`src/rtl/fetch_sequencer_if.sv`:
```
// fetch_sequencer_if: decoder/config inputs and program-counter/status outputs of the fetch sequencer
interface fetch_sequencer_if #(parameter int CNT_W = 16);
  logic             Start, Halt, BrEq, BrNe, Zero, CfgWe;
  logic [1:0]       BrSel, CfgAddr;
  logic [7:0]       CfgData;
  logic             PcStart, PcJmpEq, PcJmpNe, PcOffsetEn, PcZero, Flush, Busy, Done;
  logic [1:0]       PcRegAddr;
  logic [7:0]       PcOffset;
  logic [CNT_W-1:0] CycleCnt;
  modport slave (
    input  Start, Halt, BrEq, BrNe, Zero, CfgWe, BrSel, CfgAddr, CfgData,
    output PcStart, PcJmpEq, PcJmpNe, PcOffsetEn, PcZero, Flush, Busy, Done, PcRegAddr, PcOffset, CycleCnt
  );
  modport master (
    output Start, Halt, BrEq, BrNe, Zero, CfgWe, BrSel, CfgAddr, CfgData,
    input  PcStart, PcJmpEq, PcJmpNe, PcOffsetEn, PcZero, Flush, Busy, Done, PcRegAddr, PcOffset, CycleCnt
  );
endinterface

```
`src/rtl/fetch_sequencer.sv`:
```
// fetch_sequencer: run-control FSM with one-cycle branch issue from a 4-entry offset LUT
module fetch_sequencer #(parameter int CNT_W = 16) (
  input logic Clk,
  input logic Reset,
  fetch_sequencer_if.slave bus
);
  typedef enum logic [2:0] {IDLE, LOAD, RUN, BRANCH, DONE} state_e;
  state_e           state_q, state_d;
  logic [CNT_W-1:0] cnt_q, cnt_d;
  logic [7:0]       lut_q [4];
  logic             eq_q, ne_q, zero_q;
  logic [1:0]       sel_q;
  logic [7:0]       off_q;
  logic             take, decide, cfg_wr;
  assign take   = (bus.BrEq & bus.Zero) | (bus.BrNe & ~bus.Zero);
  assign decide = state_q == RUN && !bus.Halt && take;
  assign cfg_wr = bus.CfgWe && (state_q == IDLE || state_q == DONE);
  always_comb begin
    state_d = state_q;
    cnt_d = cnt_q;
    case (state_q)
      IDLE:    begin state_d = bus.Start ? LOAD : IDLE; cnt_d = bus.Start ? '0 : cnt_q; end
      LOAD:    state_d = RUN;
      RUN:     state_d = bus.Halt ? DONE : take ? BRANCH : RUN;
      BRANCH:  state_d = RUN;
      DONE:    state_d = bus.Start ? DONE : IDLE;
      default: state_d = IDLE;
    endcase
    if ((state_q == RUN || state_q == BRANCH) && cnt_q != '1) cnt_d = cnt_q + 1'b1;
  end
  // branch fields are captured at the decision so they hold steady outside BRANCH
  always_ff @(posedge Clk) begin
    if (!Reset) begin
      state_q <= IDLE;
      cnt_q <= '0;
      lut_q <= '{default: '0};
      eq_q <= 1'b0;
      ne_q <= 1'b0;
      zero_q <= 1'b0;
      sel_q <= '0;
      off_q <= '0;
    end else begin
      state_q <= state_d;
      cnt_q <= cnt_d;
      if (cfg_wr) lut_q[bus.CfgAddr] <= bus.CfgData;
      if (decide) begin
        eq_q <= bus.BrEq;
        ne_q <= bus.BrNe;
        zero_q <= bus.Zero;
        sel_q <= bus.BrSel;
        off_q <= lut_q[bus.BrSel];
      end
    end
  end
  assign bus.PcStart    = state_q == LOAD;
  assign bus.PcOffsetEn = state_q == BRANCH;
  assign bus.Flush      = state_q == BRANCH;
  assign bus.PcJmpEq    = state_q == BRANCH && eq_q;
  assign bus.PcJmpNe    = state_q == BRANCH && ne_q;
  assign bus.PcZero     = zero_q;
  assign bus.PcRegAddr  = sel_q;
  assign bus.PcOffset   = off_q;
  assign bus.Busy       = state_q == LOAD || state_q == RUN || state_q == BRANCH;
  assign bus.Done       = state_q == DONE;
  assign bus.CycleCnt   = cnt_q;
endmodule

```
`src/flat_wrapper.sv`:
```
// flat-port wrapper written by rule: the top's interface ports become plain ports
module fetch_sequencer_flat 
#(parameter int CNT_W = 16)
  (Clk, Reset, bus_Start, bus_Halt, bus_BrEq, bus_BrNe, bus_Zero, bus_CfgWe, bus_BrSel, bus_CfgAddr, bus_CfgData, bus_PcStart, bus_PcJmpEq, bus_PcJmpNe, bus_PcOffsetEn, bus_PcZero, bus_Flush, bus_Busy, bus_Done, bus_PcRegAddr, bus_PcOffset, bus_CycleCnt);
  fetch_sequencer_if #(.CNT_W(CNT_W)) bus_i ();
  input logic Clk;
  input logic Reset;
  input wire logic [$bits(bus_i.Start)-1:0] bus_Start;
  input wire logic [$bits(bus_i.Halt)-1:0] bus_Halt;
  input wire logic [$bits(bus_i.BrEq)-1:0] bus_BrEq;
  input wire logic [$bits(bus_i.BrNe)-1:0] bus_BrNe;
  input wire logic [$bits(bus_i.Zero)-1:0] bus_Zero;
  input wire logic [$bits(bus_i.CfgWe)-1:0] bus_CfgWe;
  input wire logic [$bits(bus_i.BrSel)-1:0] bus_BrSel;
  input wire logic [$bits(bus_i.CfgAddr)-1:0] bus_CfgAddr;
  input wire logic [$bits(bus_i.CfgData)-1:0] bus_CfgData;
  output wire logic [$bits(bus_i.PcStart)-1:0] bus_PcStart;
  output wire logic [$bits(bus_i.PcJmpEq)-1:0] bus_PcJmpEq;
  output wire logic [$bits(bus_i.PcJmpNe)-1:0] bus_PcJmpNe;
  output wire logic [$bits(bus_i.PcOffsetEn)-1:0] bus_PcOffsetEn;
  output wire logic [$bits(bus_i.PcZero)-1:0] bus_PcZero;
  output wire logic [$bits(bus_i.Flush)-1:0] bus_Flush;
  output wire logic [$bits(bus_i.Busy)-1:0] bus_Busy;
  output wire logic [$bits(bus_i.Done)-1:0] bus_Done;
  output wire logic [$bits(bus_i.PcRegAddr)-1:0] bus_PcRegAddr;
  output wire logic [$bits(bus_i.PcOffset)-1:0] bus_PcOffset;
  output wire logic [$bits(bus_i.CycleCnt)-1:0] bus_CycleCnt;
  assign bus_i.Start = bus_Start;
  assign bus_i.Halt = bus_Halt;
  assign bus_i.BrEq = bus_BrEq;
  assign bus_i.BrNe = bus_BrNe;
  assign bus_i.Zero = bus_Zero;
  assign bus_i.CfgWe = bus_CfgWe;
  assign bus_i.BrSel = bus_BrSel;
  assign bus_i.CfgAddr = bus_CfgAddr;
  assign bus_i.CfgData = bus_CfgData;
  assign bus_PcStart = bus_i.PcStart;
  assign bus_PcJmpEq = bus_i.PcJmpEq;
  assign bus_PcJmpNe = bus_i.PcJmpNe;
  assign bus_PcOffsetEn = bus_i.PcOffsetEn;
  assign bus_PcZero = bus_i.PcZero;
  assign bus_Flush = bus_i.Flush;
  assign bus_Busy = bus_i.Busy;
  assign bus_Done = bus_i.Done;
  assign bus_PcRegAddr = bus_i.PcRegAddr;
  assign bus_PcOffset = bus_i.PcOffset;
  assign bus_CycleCnt = bus_i.CycleCnt;
  fetch_sequencer #(.CNT_W(CNT_W)) u_core (.Clk(Clk), .Reset(Reset), .bus(bus_i));
endmodule
```
`config.mk`:
```
export PLATFORM = sky130hd
export DESIGN_NAME = fetch_sequencer_flat
export DESIGN_NICKNAME = d
export VERILOG_FILES = /design/src/rtl/fetch_sequencer_if.sv /design/src/rtl/fetch_sequencer.sv /design/src/flat_wrapper.sv
export SDC_FILE = /design/constraint.sdc
export NUM_CORES = 1
export LEC_CHECK = 0
export ABC_AREA = 1
export BUFFER_PORTS_ARGS = -buffer_cell sky130_fd_sc_hd__buf_2
export CAP_MARGIN = 25
export CORE_ASPECT_RATIO = 1.2
export CORE_UTILIZATION = 50
export DETAILED_ROUTE_END_ITERATION = 12
export PLACE_DENSITY = 0.73
export SYNTH_ARGS = -nofsm -noshare
export SYNTH_HDL_FRONTEND = slang
export SYNTH_SLANG_ARGS = --single-unit
```
`constraint.sdc`:
```
create_clock -name Clk -period 2.5 [get_ports Clk]
set_clock_uncertainty 0.05 [all_clocks]
set_input_delay 0.5 -clock Clk [delete_from_list [all_inputs] [get_ports Clk]]
set_output_delay 0.5 -clock Clk [all_outputs]
set_load 0.02 [all_outputs]
```
* Yosys cells after proc, flatten, opt, wreduce, memory -nomap -nowiden
Cells that the tools add are included.
** Storage, ports and cells
- Bits in read-only memories :: 0
- Bits of input ports :: 20
- Memories kept :: 0
- Latch bits :: 0
- Bits in writable memories :: 0
- Register bits after elaboration :: 64
- Word-level logic and storage cells :: 57
** Operators by class
- Multipliers :: 0
- Reduce and logical (&&, ||, !) cells :: 17
- $lt $le $gt $ge :: 3
- Divide/modulo/power cells :: 0
- Equal/unequal tests :: 5
- Shifts and indexed selects :: 0
- Bitwise logic cells :: 6
- Multiplexer cells :: 14
- Add/subtract/negate cells :: 1
** Operator list (count)
- two-way mux 16 bit :: 3
- bitwise mux 32 bit :: 1
- two-way mux 8 bit :: 3
- adder 16 x 1 -> 16 bit, second input constant :: 1
- binary-select mux 8 bit (select 2 bit) :: 1
- demux 8 bit (select 2 bit) :: 1
- != test 16 bit, second input constant :: 1
- case mux 3 bit (4 select lines) :: 1
- logical AND 1 bit :: 7
- == test 3 x 2 -> 1 bit, second input constant :: 2
- >= comparator 3 bit, second input constant :: 2
- two-way mux 3 bit :: 2
- NOT 2 -> 3 bit :: 2
- logical OR 1 bit :: 4
- nonzero test 2 bit :: 2
- == test 3 x 1 -> 1 bit, second input constant :: 1
- == test 3 bit, second input constant :: 1
- zero test 3 bit :: 1
- < comparator 3 x 1 -> 1 bit, second input constant :: 1
- AND 1 bit :: 2
- two-way mux 1 bit :: 2
- AND reduction 2 bit :: 1
- OR reduction 2 bit :: 1
- zero test 1 bit :: 1
- 2 further kinds :: 2

* Longest topological paths before layout
- Depth after elaboration :: 6
- Mapped depth :: 9
- Gate-level depth less buffers :: 9

* Worst setup path before layout
OpenSTA, ideal clock, no wires.
- Path kind :: register to output
- Start :: register u_core.state_q[2]
- End :: output bus_PcJmpEq
- Path slack :: 0.677 ns
- Arrival time :: 1.273 ns
- Cell stages (with the launch flop) :: 6
- Path buffers :: 0
- Cells stage by stage :: dfxtp_1 -> inv_1 -> nand2_1 -> nor2_1 -> inv_1 -> nor2_1
** On the way
- Word-level cells in the longest chain between the ends :: 2
** RTL lines
- start: declaration :: line fetch_sequencer.sv:8 : state_e state_q, state_d;
- start signal: assignment :: line fetch_sequencer.sv:43 : state_q <= state_d;
- == test 3 x 2 -> 1 bit
- named net bus_Flush :: line flat_wrapper.sv:22 : output wire logic [$bits(bus_i.Flush)-1:0] bus_Flush;
- logical AND 1 bit :: line fetch_sequencer.sv:58 : assign bus.PcJmpEq = state_q == BRANCH && eq_q;
- end: declaration :: line flat_wrapper.sv:18 : output wire logic [$bits(bus_i.PcJmpEq)-1:0] bus_PcJmpEq;
The timed path passes the listed nets, and every way through them passes these cells.

* Worst setup path after layout
- Start :: register u_core.state_q[2]
- End :: output bus_PcJmpEq
** On the way
- Word-level cells in the longest chain between the ends :: 2
** RTL lines (line)
- == test 3 x 2 -> 1 bit :: fetch_sequencer.sv:58
- logical AND 1 bit :: fetch_sequencer.sv:58
Every way passes these cells.

==> results by group <==
Clock tree
  • CTS tree: yes
  • Clock transition at path regs: about 70 ps
  • Clk root buf: clkbuf_8
  • Post-CTS setup buffer count: 0
  • CTS sink cnt: 64
  • Total of cells resized after clock tree synthesis: 0
  • Clock Path Buffers: 2
  • CTS H-Tree Depth: 3
  • Hold_buf cts: 0
  • Clock latency on the worst-skew pair: 340 ps
  • TritonCTS buffer count: 9

Placed design
  • Detailed Place HPWL: 4745 µm
  • Pre-CTS WS: about 680 ps
  • Dpl cells: between 500 and 600
  • RD Place Congestion: 0.8582
  • I/O Buffers: 53

Setup path
  • CP max-delay cell: dfxtp_1
  • Worst setup path class: reg2out
  • Worst path bufs/invs: 3
  • Crit end category: output port
  • CP top delay family: buffers and inverters
  • Worst EP arrival: 1410 ps
  • Crit path max fanout: 6
  • Worst setup SP type: flop
  • Required @ worst endpoint: a little under 2000 ps
  • CP Cell Sequence: inv_1 > nand2_1 > nor2_1 > inv_1 > nor2_1 > buf_2
  • Crit-path max cell delay: around 340 ps

Global route
  • GRT overflow: 0
  • First-pass GRT wire length: 11,270 µm
  • Largest net degree at the start of global routing: 46
  • Vias in the first global route: 2,549
  • Total track usage: 23.16%
  • Initial antenna violation count: 0

Synth
  • Simple-gate share of the synthesized area: 24.59%
  • Synth top cells by count: nor2_1 (78), o21ai_0 (70), dfxtp_1 (64), a21oi_1 (45), nand2_1 (44)
  • Synth cell types: 27
  • Ranking of synthesized cells by area: dfxtp_1 (43%), o21ai_0 (12%), nor2_1 (9.8%), a21oi_1 (7.6%), nand2_1 (5.5%)
  • Number of enable flip-flop cells after synthesis: 0
  • Main combinational cell family by area after synthesis: simple AND/OR/NAND/NOR gates
  • Post-Syn Instances: 425
  • Ys async rst share: 0%
  • Syn Std Cell Area: between 0.002 and 0.003 mm²
  • Count leader, synth: nor2_1
  • Mux share of post-synthesis cell area: 0%
  • Yosys top cell area share: 42.97%
  • Synthesized-area fraction occupied by adder cells: 0.4196%
  • Mapped Nets: 446
  • Top FF cell, synth: dfxtp_1
  • Synth area leader: dfxtp_1
  • Number of synthesized register bits: 64
  • Sequential area share after synthesis: between 40% and 50%
  • Syn avg cell area: around 7 µm²
  • Compound-gate portion of the synthesized area: 21.44%
  • YS warnings: 0
  • Post-synthesis xor/xnor area fraction: 1.762%

Detailed routing
  • WL per Instance: 12.12 µm
  • Routed Wire Length: between 6000 and 7000 µm
  • Met3 wire length: approximately 210 µm
  • Met2 WL: 3432 µm
  • Top routing layer in use: met4
  • Routed vias: 2,835
  • Antenna viol nets, final: 0
  • Initial DRC count: around 170
  • Post-route DRC: 0
  • Drt via density: 5.090
  • DRT Pass-1 Iters: 4
  • Metal-1 WL: approximately 3000 µm

STA
  • Fin. max-slew vios: 0
  • RSZ-0062 raised after global routing: false
  • Max Clock Freq: between 500 and 600 MHz
  • Period utilisation layout: 78.32%
  • Rel. slew slack: 55.07%
  • Fin worst setup slack: between 500 and 600 ps
  • Final Hold Viols: 0
  • # setup viols final: 0
  • Period minus WS final: 1958 ps
  • Total negative slack: 0 ps
  • Worst Tran Pin Value: a little under 700 ps

Die
  • Die extent in y: 86.59 µm
  • Die Area: about 0.0063 mm²
  • Core area: 0.005705 mm²
  • I/O pins: 54
  • Initial Util: 52.26%
  • Site Rows: 30
  • Die Wd: 72.50 µm

Job
  • Max-cap violations: 0

Worst hold path
  • Hold Path Class: in2reg

Status
  • Status: completed

Layout
  • Final Non-Filler Cells: 557
  • # diodes: 0
  • Nets: 493
  • Area grow syn2layout: 16.07%
  • Layout cells sized above 1: 18.24%
  • FILL cells: 550

Pwr
  • Static leakage: 1.425 nW
  • Peak supply drop: 0.5096 mV
  • P per Cell Area: 608.2 mW/mm²
-- area by class of cell --
class                   instances  area [µm²]  share of cell area, %
clock buffers                  12       165.2                  4.772
clock inverters                 4       27.53                 0.7954
inverters                      45       168.9                  4.881
multi-input cells             297        1438                  41.54
flip-flops and latches         64        1281                  37.02
well taps                      80       100.1                  2.892
repair buffers                 55       280.3                  8.098
-- tightest hold or removal path, cell delays in order --
cell and delay, ps:
buf_2 110, nand2_1 60, a21oi_1 50
-- final timing paths --
| kind | startpoint | endpoint | slack [ps] | cells after the start |
|---|---|---|---|---|
| worst max-delay path | u_core.state_q[2] | bus_PcJmpEq | 540 | 6 |
| worst max register to register | u_core.bus.CycleCnt[0] | u_core.bus.CycleCnt[5] | 720 | 7 |
| worst min register to register | u_core.lut_q[3] | u_core.lut_q[3] | 400 | 2 |
| worst min-delay path | bus_Start | u_core.state_q[2] | 370 | 3 |
-- stage by stage --
stage | total power [mW] | utilization, % | hold WS (ps) | cell area, µm²
finish | 2.105 | 60.66 | 371.5 | 3461
global route | 2.192 | 60.66 | 394.1 | 3461
CTS | 2.123 | 60.66 | 360.0 | 3461
detailed placement | 1.292 | 57.28 | 387.4 | 3268
global placement | 1.289 | 57.28 | 385.0 | 3268
floorplan | 1.231 | - | 370.5 | 2982
-- power breakdown --
group          internal (mW)  leakage (nW)  switching (mW)  total, mW
clock network          0.439        0.0906           0.397      0.836
logic                 0.0600         0.814           0.137      0.197
registers               1.05         0.520          0.0173       1.07
total                   1.55          1.42           0.551       2.10
-- layout by cell type, fill, tap and decap left out, drive strengths merged --
cell / Yosys / routed
buf: 9 / 55
ha: 1 / 1
clkbuf: 10 / 12
nand4: 3 / 3
inv: 44 / 44
nand3: 30 / 30
nor2: 84 / 84
nand2: 48 / 48
clkinv: 1 / 2
xor2: 3 / 3
o21ai: 71 / 71
nor3: 2 / 2
nand3b: 1 / 1
a21oi: 47 / 47
o21bai: 2 / 2
xnor2: 3 / 3
clkinvlp: 0 / 3
dfxtp: 64 / 64
a211oi: 2 / 2
-- registers in the layout, indices dropped and copies added, names as in the netlist --
register / cells
u_core.eq_q: 1
u_core.lut_q: 32
u_core.state_q: 3
u_core.bus.CycleCnt: 16
u_core.bus.PcOffset: 8
u_core.ne_q: 1
u_core.bus.PcRegAddr: 2
u_core.bus.PcZero: 1
-- logic make-up after synthesis --
| group | count (synthesis) |
|---|---|
| buf+inv | 64 |
| xor+xnor | 6 |
| compound gates | 122 |
| fa+ha+maj | 1 |
| simple gates | 168 |
| flops | 64 |
-- routing by layer --
metal  GRT usage [%]  up-vias
li1                -     1484
met1           27.39     1286
met2           41.04       55
met3           3.256       10
met4           10.70        0
met5               0        -
Power figures use the tool's default switching activity.
